**src/rtl/upcounter_mod.sv**
```systemverilog
// ---------------------------------------------------------------------------
// upcounter_mod
//   Programmable up-counter with a runtime terminal value. At the terminal
//   count it either wraps to zero (sat_mode = 0) or parks in a saturated
//   state (sat_mode = 1). It provides a terminal-count decode, a one-cycle
//   wrap pulse and a sticky overflow flag.
//
// Ports
//   clk       in   rising-edge clock
//   rest      in   synchronous active-high reset (highest priority)
//   en        in   count enable
//   load      in   synchronous parallel load (overrides en)
//   load_val  in   value to load, clamped to max_val
//   max_val   in   terminal count value, may change at any time
//   sat_mode  in   0 = wrap at terminal, 1 = saturate at terminal
//   clr_ovf   in   clears the sticky overflow flag
//   cnt       out  registered count
//   tc        out  combinational cnt == max_val
//   wrap      out  registered pulse, high the cycle after cnt wrapped to 0
//   ovf       out  registered sticky flag, set on every terminal event
//   sat       out  registered, high while the FSM is in SAT; this also
//                  exposes the FSM state
// ---------------------------------------------------------------------------
module upcounter_mod #(
    parameter int WIDTH = 4
) (
    input  logic             clk,
    input  logic             rest,
    input  logic             en,
    input  logic             load,
    input  logic [WIDTH-1:0] load_val,
    input  logic [WIDTH-1:0] max_val,
    input  logic             sat_mode,
    input  logic             clr_ovf,
    output logic [WIDTH-1:0] cnt,
    output logic             tc,
    output logic             wrap,
    output logic             ovf,
    output logic             sat
);

    typedef enum logic {
        ST_COUNT = 1'b0,
        ST_SAT   = 1'b1
    } state_t;

    state_t           state_q, state_d;
    logic [WIDTH-1:0] cnt_q, cnt_d;
    logic             wrap_q, wrap_d;
    logic             ovf_q, ovf_d;

    always_ff @(posedge clk) begin
        if (rest) begin
            state_q <= ST_COUNT;
            cnt_q   <= '0;
            wrap_q  <= 1'b0;
            ovf_q   <= 1'b0;
        end else begin
            state_q <= state_d;
            cnt_q   <= cnt_d;
            wrap_q  <= wrap_d;
            ovf_q   <= ovf_d;
        end
    end

    always_comb begin
        state_d = state_q;
        cnt_d   = cnt_q;
        wrap_d  = 1'b0;
        // clr_ovf clears by default. A terminal event below sets the flag
        // again, so on a simultaneous edge the event wins.
        ovf_d   = ovf_q & ~clr_ovf;

        if (load) begin
            cnt_d   = (load_val <= max_val) ? load_val : max_val;
            state_d = ST_COUNT;
        end else begin
            case (state_q)
                ST_COUNT: begin
                    if (en) begin
                        if (cnt_q < max_val) begin
                            cnt_d = cnt_q + 1'b1;
                        end else if (!sat_mode) begin
                            // Terminal event. The >= compare also covers
                            // cnt above a max_val that was lowered at runtime.
                            cnt_d  = '0;
                            wrap_d = 1'b1;
                            ovf_d  = 1'b1;
                        end else begin
                            cnt_d   = max_val;
                            state_d = ST_SAT;
                            ovf_d   = 1'b1;
                        end
                    end
                end
                ST_SAT: begin
                    // The count is frozen. Dropping sat_mode only returns to
                    // COUNT, so the wrap happens on a later enabled edge.
                    if (!sat_mode) begin
                        state_d = ST_COUNT;
                    end
                end
                default: begin
                    state_d = ST_COUNT;
                end
            endcase
        end
    end

    assign cnt  = cnt_q;
    assign tc   = (cnt_q == max_val);
    assign wrap = wrap_q;
    assign ovf  = ovf_q;
    assign sat  = (state_q == ST_SAT);

endmodule

```
**config.mk**
```make
export PLATFORM = sky130hd
export DESIGN_NAME = upcounter_mod
export DESIGN_NICKNAME = d
export VERILOG_FILES = /design/src/rtl/upcounter_mod.sv
export SDC_FILE = /design/constraint.sdc
export NUM_CORES = 1
export LEC_CHECK = 0
export ABC_AREA = 1
export BUFFER_PORTS_ARGS = -buffer_cell sky130_fd_sc_hd__buf_2
export CAP_MARGIN = 40
export CORE_UTILIZATION = 47
export CTS_BUF_LIST = sky130_fd_sc_hd__clkbuf_4 sky130_fd_sc_hd__clkbuf_8
export DETAILED_ROUTE_END_ITERATION = 7
export PLACE_DENSITY = 0.89
export SYNTH_ARGS = -nofsm -noshare
export SYNTH_HDL_FRONTEND = slang
export SYNTH_SLANG_ARGS = --single-unit
```
**constraint.sdc**
```tcl
create_clock -name clk -period 1.2 [get_ports clk]
set_input_delay 0.06 -clock clk [delete_from_list [all_inputs] [get_ports clk]]
set_output_delay 0.06 -clock clk [all_outputs]
set_load 0.01 [all_outputs]
```
==> out/metrics.cfg, run 1 <==
[clocking]
path_clk_slew_ps=60
cts_tree=done
cts-root-buf=clkbuf_4
clkLatencyLatePin_ps=270
htreeDepth=1
max-clock-path-buffers=2
cts_inserted_buffers=3
cts_sinks=7

[routing]
post-route-drc-count=0
via_count=885
wire_per_inst_um=13.5
drt_iter0_markers=20
routed_wl_um=2220
first_pass_iters=4
routed_via_density=5.36
antenna_left=0

[grt]
grt_pass1_vias=752
grt-ovfl-total=0
grt_util_met2_pct=54.4
track_usage_pct=31.4
busiest_layer=met2
grt_pass1_wl_um=3260
grt_antenna_before_repair=0
use_met1_pct=34.5
grt_max_degree=9
met3_usage_pct=8.89

[finish]
drive_above_1_share_pct=42.7
fin_util_pct=80.4
nets=174
finalInstanceArea_um2=1070
final_cell_mix=27 x nand2_1, 21 x buf_2, 17 x inv_1
n_antenna_cell=0
areaGrowthSynthToFinish_pct=53.9
mostFrequentLayoutCell=nand2_1

[worst_setup_path]
cp_max_fo=6
cp_data_arrival_time_ps=1600
endpoint_kind=register
cpMostUsedCell=a21oi_1
crit_chain=ha_4 > nand2_4 > clkinv_4 > nand2_8 > buf_4 > a21oi_1 > o21ai_1 > a21oi_1
crit_type=reg2reg
crit_required_ps=1390
critPathSlowestCell=dfxtp_4
start_kind=register
slowest_delay_ps=360

[placed_design]
dpl_cell_area_um2=958
preCtsSetupSlack_ps=-197
hpwl_um=1650
place.gp.congestion=0.896
port_buffers=21

[logic_synthesis]
syn_area_um2=697
syn_avg_cell_area_um2=6.39
synth_cell_types=20
yosys_warnings=0
synth_seq_cells=7
yosysSeqAreaShare_pct=20.1
syn_nets=132
synthCells=109

[floorplan]
rows=13
num_io_pins=22
initial_core_util_pct=52.3
fp.dieArea_um2=1640
die_h_um=40.5
design.core.area_um2=1330
die_w_um=40.5

[sta]
fin_crit_sh_pct=118
setup_slack_ps=-216
setup_viol=8
finClkSkew_ps=7.00
period_needed_ps=1420
worstMarginPinSlew_ps=203
max-slew-margin-rel_pct=86.3
rsz0062_at_grt=true
hold_violations=0
max_freq_ghz=0.706
slew_violations=0

[worst_hold_path]
min_path_type=in2reg

[power_and_ir_drop]
p_leak_nw=0.582
p_per_area_nw_per_um2=915
ir_drop_v=0.000517

[outcome]
outcome=complete, but fails checks
violations=negative setup slack

[run]
max-cap-violations=0

[synth_stat cells]
master     n  area [µm²]
o21ai_0    5        25.0
a21oi_1    7        35.0
a21boi_1   1        7.51
dfxtp_1    7         140
o21ai_1    3        15.0
nor2_1     6        22.5
inv_1     18        67.6
clkinv_2   1        5.00
nand4_1    1        6.26
xor2_1     1        8.76
nand3_1   11        55.1
ha_1       9         113
nand3b_1   1        7.51
inv_2      1        3.75
a21oi_4    1        16.3
nand2_4    2        22.5
nand2_2    4        25.0
nand2_1   28         105
nand3_2    1        10.0
nor2_2     1        6.26
[cell type report]
class | instances | area (µm²)
Clock buffer | 4 | 30.0
Fill cell | 99 | 262
Inverter | 20 | 80.1
Multi-Input combinational cell | 82 | 557
Sequential cell | 7 | 155
Tap cell | 15 | 18.8
Timing Repair Buffer | 37 | 231
[per-layer routing]
metal / share of wire, % / routed length [µm]
met1: 42 / 928
met2: 49 / 1090
met3: 5.9 / 131
met4: 3.0 / 66
met5: 0 / 0
[final timing paths]
| path | to | startpoint | depth (start not counted) | slack, ps |
|---|---|---|---|---|
| worst min register to register | ovf | ovf | 2 | 480 |
| worst min-delay path | wrap | sat_mode | 2 | 70 |
| worst max-delay path | cnt[2] | cnt[3] | 8 | -220 |
| worst max register to register | cnt[2] | cnt[3] | 8 | -220 |
[cells by family (layout without fill, tap and decap cells)]
| logic type | count (synthesis) | after routing | share of synthesized area (%) |
|---|---|---|---|
| AND/OR/NAND/NOR | 55 | 55 | 37.3 |
| buffers and inverters | 20 | 61 | 10.9 |
| AO/OA/AOI/OAI | 17 | 17 | 14.2 |
| adder cells (fa/ha/maj) | 9 | 9 | 16.2 |
| flip-flops | 7 | 7 | 20.1 |
| XOR/XNOR | 1 | 1 | 1.26 |
[worst max-delay path, delay by kind of cell, from the launching register on]
kind,cells,cell delay (ps)
DFF,1,360
adders and majority gates,1,300
AOI/OAI and AO/OA,3,350
and+or+nand+nor,2,130
buffers and inverters,2,200
[per-stage QoR]
step | setup TNS (ps) | cells | total power, W | hold WS [ps]
floorplan | -83.2 | 109 | 0.000510 | 132
global placement | -423 | 156 | 0.000644 | 262
detailed placement | -558 | 156 | 0.000665 | 274
CTS | -760 | 163 | 0.000955 | 68.5
global route | -1530 | 165 | 0.00105 | 67.7
finish | -1050 | 165 | 0.000981 | 73.1
[flip-flops by register name, indices dropped and copies added (netlist names)]
register	count
wrap	1
ovf	1
sat	1
cnt	4
[report_power, final]
part	switching (W)	internal [W]
registers	0.0000159	0.000250
logic	0.000248	0.000212
clock network	0.000104	0.000151
total	0.000369	0.000612
[what timing repair did]
item / 4_1_cts / 5_1_grt
cloned: 0 / 0
endpoints found under the hold margin: 1 / 0
pin swaps: 6 / 7
gates resized for setup: 3 / 7
hold buffers: 1 / 0
endpoints found under the setup margin: 8 / 8
buffers inserted: 2 / 2
Power figures use the tool's default switching activity.
==> run 2: changes to the inputs <==
--- a/config.mk
+++ b/config.mk
@@ -8,10 +8,12 @@
 export ABC_AREA = 1
 export BUFFER_PORTS_ARGS = -buffer_cell sky130_fd_sc_hd__buf_2
 export CAP_MARGIN = 40
+export CORE_MARGIN = 1.5
 export CORE_UTILIZATION = 47
 export CTS_BUF_LIST = sky130_fd_sc_hd__clkbuf_4 sky130_fd_sc_hd__clkbuf_8
 export DETAILED_ROUTE_END_ITERATION = 7
 export PLACE_DENSITY = 0.89
+export RECOVER_POWER = 25
 export SYNTH_ARGS = -nofsm -noshare
 export SYNTH_HDL_FRONTEND = slang
 export SYNTH_SLANG_ARGS = --single-unit
==> out/metrics.cfg, run 2 (same netlist as run 1, synthesis figures left out) <==
[sta]
fin_crit_sh_pct=114
worstMarginPinSlew_ps=187
rsz0062_at_grt=true
max-slew-margin-rel_pct=87.5
slew_violations=0
max_freq_ghz=0.730
setup_slack_ps=-171
finClkSkew_ps=8.12
hold_violations=0
timing.hold.ws_ps=14.1
period_needed_ps=1370
setup_viol=6

[power_and_ir_drop]
ir_drop_v=0.000590
p_per_area_nw_per_um2=891
total_power_w=0.000957
p_leak_nw=0.574

[worst_setup_path]
crit_required_ps=1390
start_kind=register
critPathSlowestCell=dfxtp_4
slowest_delay_ps=350
cp_top_family=flip-flops
cp_data_arrival_time_ps=1560
crit_type=reg2reg
endpoint_kind=register
crit_chain=ha_4 > nand2_4 > clkinv_4 > nand2_8 > buf_6 > a21oi_2 > o21ai_1 > a21oi_1
cp_max_fo=7
worst-path-buf-inv=2

[floorplan]
initial_core_util_pct=52.3
die_h_um=41.5
design.core.area_um2=1330
die_w_um=41.5
rows=13
num_io_pins=22
fp.dieArea_um2=1720

[finish]
nets=171
final_cell_mix=26 x nand2_1, 20 x buf_2, 17 x inv_1
fillCellCount=107
fin_cells=162
n_antenna_cell=0
mostFrequentLayoutCell=nand2_1
multi_input_area_um2=567
areaGrowthSynthToFinish_pct=54.2
drive_above_1_share_pct=41.5
register_area_um2=155
finalInstanceArea_um2=1070
largest_register_ffs=4
fin_util_pct=80.6

[placed_design]
port_buffers=21
placed_cells=156
dpl_cell_area_um2=971
place.gp.congestion=0.890
hpwl_um=1540

[grt]
grt_antenna_before_repair=0
grt_max_degree=8
grt_pass1_wl_um=3470
grt-ovfl-total=0
track_usage_pct=26.2
grt_pass1_vias=849

[routing]
antenna_left=0
first_pass_iters=4
wire_per_inst_um=12.1
drt_iter0_markers=26
post-route-drc-count=0
routed_wl_um=1970
routed_via_density=5.16
via_count=836

[clocking]
path_clk_slew_ps=60
htreeDepth=1
max-clock-path-buffers=2
cts_tree=done
clkLatencyLatePin_ps=280
cts-root-buf=clkbuf_4
cts_sinks=7
cts_inserted_buffers=3

[outcome]
violations=negative setup slack
outcome=complete, but fails checks

[run]
max-cap-violations=0

[worst_hold_path]
min_path_type=in2reg

==> run 2: routing by layer <==
| metal | vias up | part of all wire, % | GRT usage (%) |
|---|---|---|---|
| met5 | - | 0 | 0 |
| li1 | 425 | - | - |
| met2 | 35 | 51 | 46.3 |
| met1 | 371 | 41 | 27.3 |
| met4 | 0 | 2.0 | 12.9 |
| met3 | 5 | 6.4 | 9.13 |
==> run 2: worst reg2reg max path, cell delays in order, from the launching register on <==
cell,delay [ps]
dfxtp_4,350
ha_4,300
nand2_4,70
clkinv_4,60
nand2_8,60
buf_6,130
a21oi_2,110
o21ai_1,60
a21oi_1,150
==> run 2: repair_timing <==
action                                 4_1_cts  5_1_grt
pin swaps                                   10       10
buffers inserted                             1        0
resized for setup                            5        9
setup endpoints to repair                    7        8
hold buffers                                 1        0
endpoints found under the hold margin        1        0
==> run 2: per-stage QoR <==
step           setup slack (ps)  TNS (ps)
3_3_place_gp               -158      -366
5_1_grt                    -242     -1220
3_5_place_dp               -187      -450
2_1_floorplan             -83.2     -83.2
6_report                   -171      -780
4_1_cts                    -187      -831
==> run 2: worst paths after layout <==
kind	start	endpoint	slack (ps)	cells past startpoint
min reg2reg	sat	sat	480	2
min	sat_mode	wrap	10	2
max reg2reg	cnt[3]	cnt[0]	-170	8
max	cnt[3]	cnt[0]	-170	8
==> run 2: final cells by class <==
| class | count | area share [%] |
|---|---|---|
| Multi-Input combinational cell | 82 | 52.7 |
| Timing Repair Buffer | 34 | 20.8 |
| Sequential cell | 7 | 14.4 |
| Inverter | 20 | 7.68 |
| Clock buffer | 3 | 2.10 |
| Tap cell | 15 | 1.75 |
| Clock inverter | 1 | 0.466 |
==> run 2: power by group <==
part | internal, W | total (W) | switching [W]
registers | 0.000250 | 0.000265 | 0.0000144
logic | 0.000212 | 0.000460 | 0.000247
clock network | 0.000123 | 0.000233 | 0.000110
total | 0.000586 | 0.000957 | 0.000372
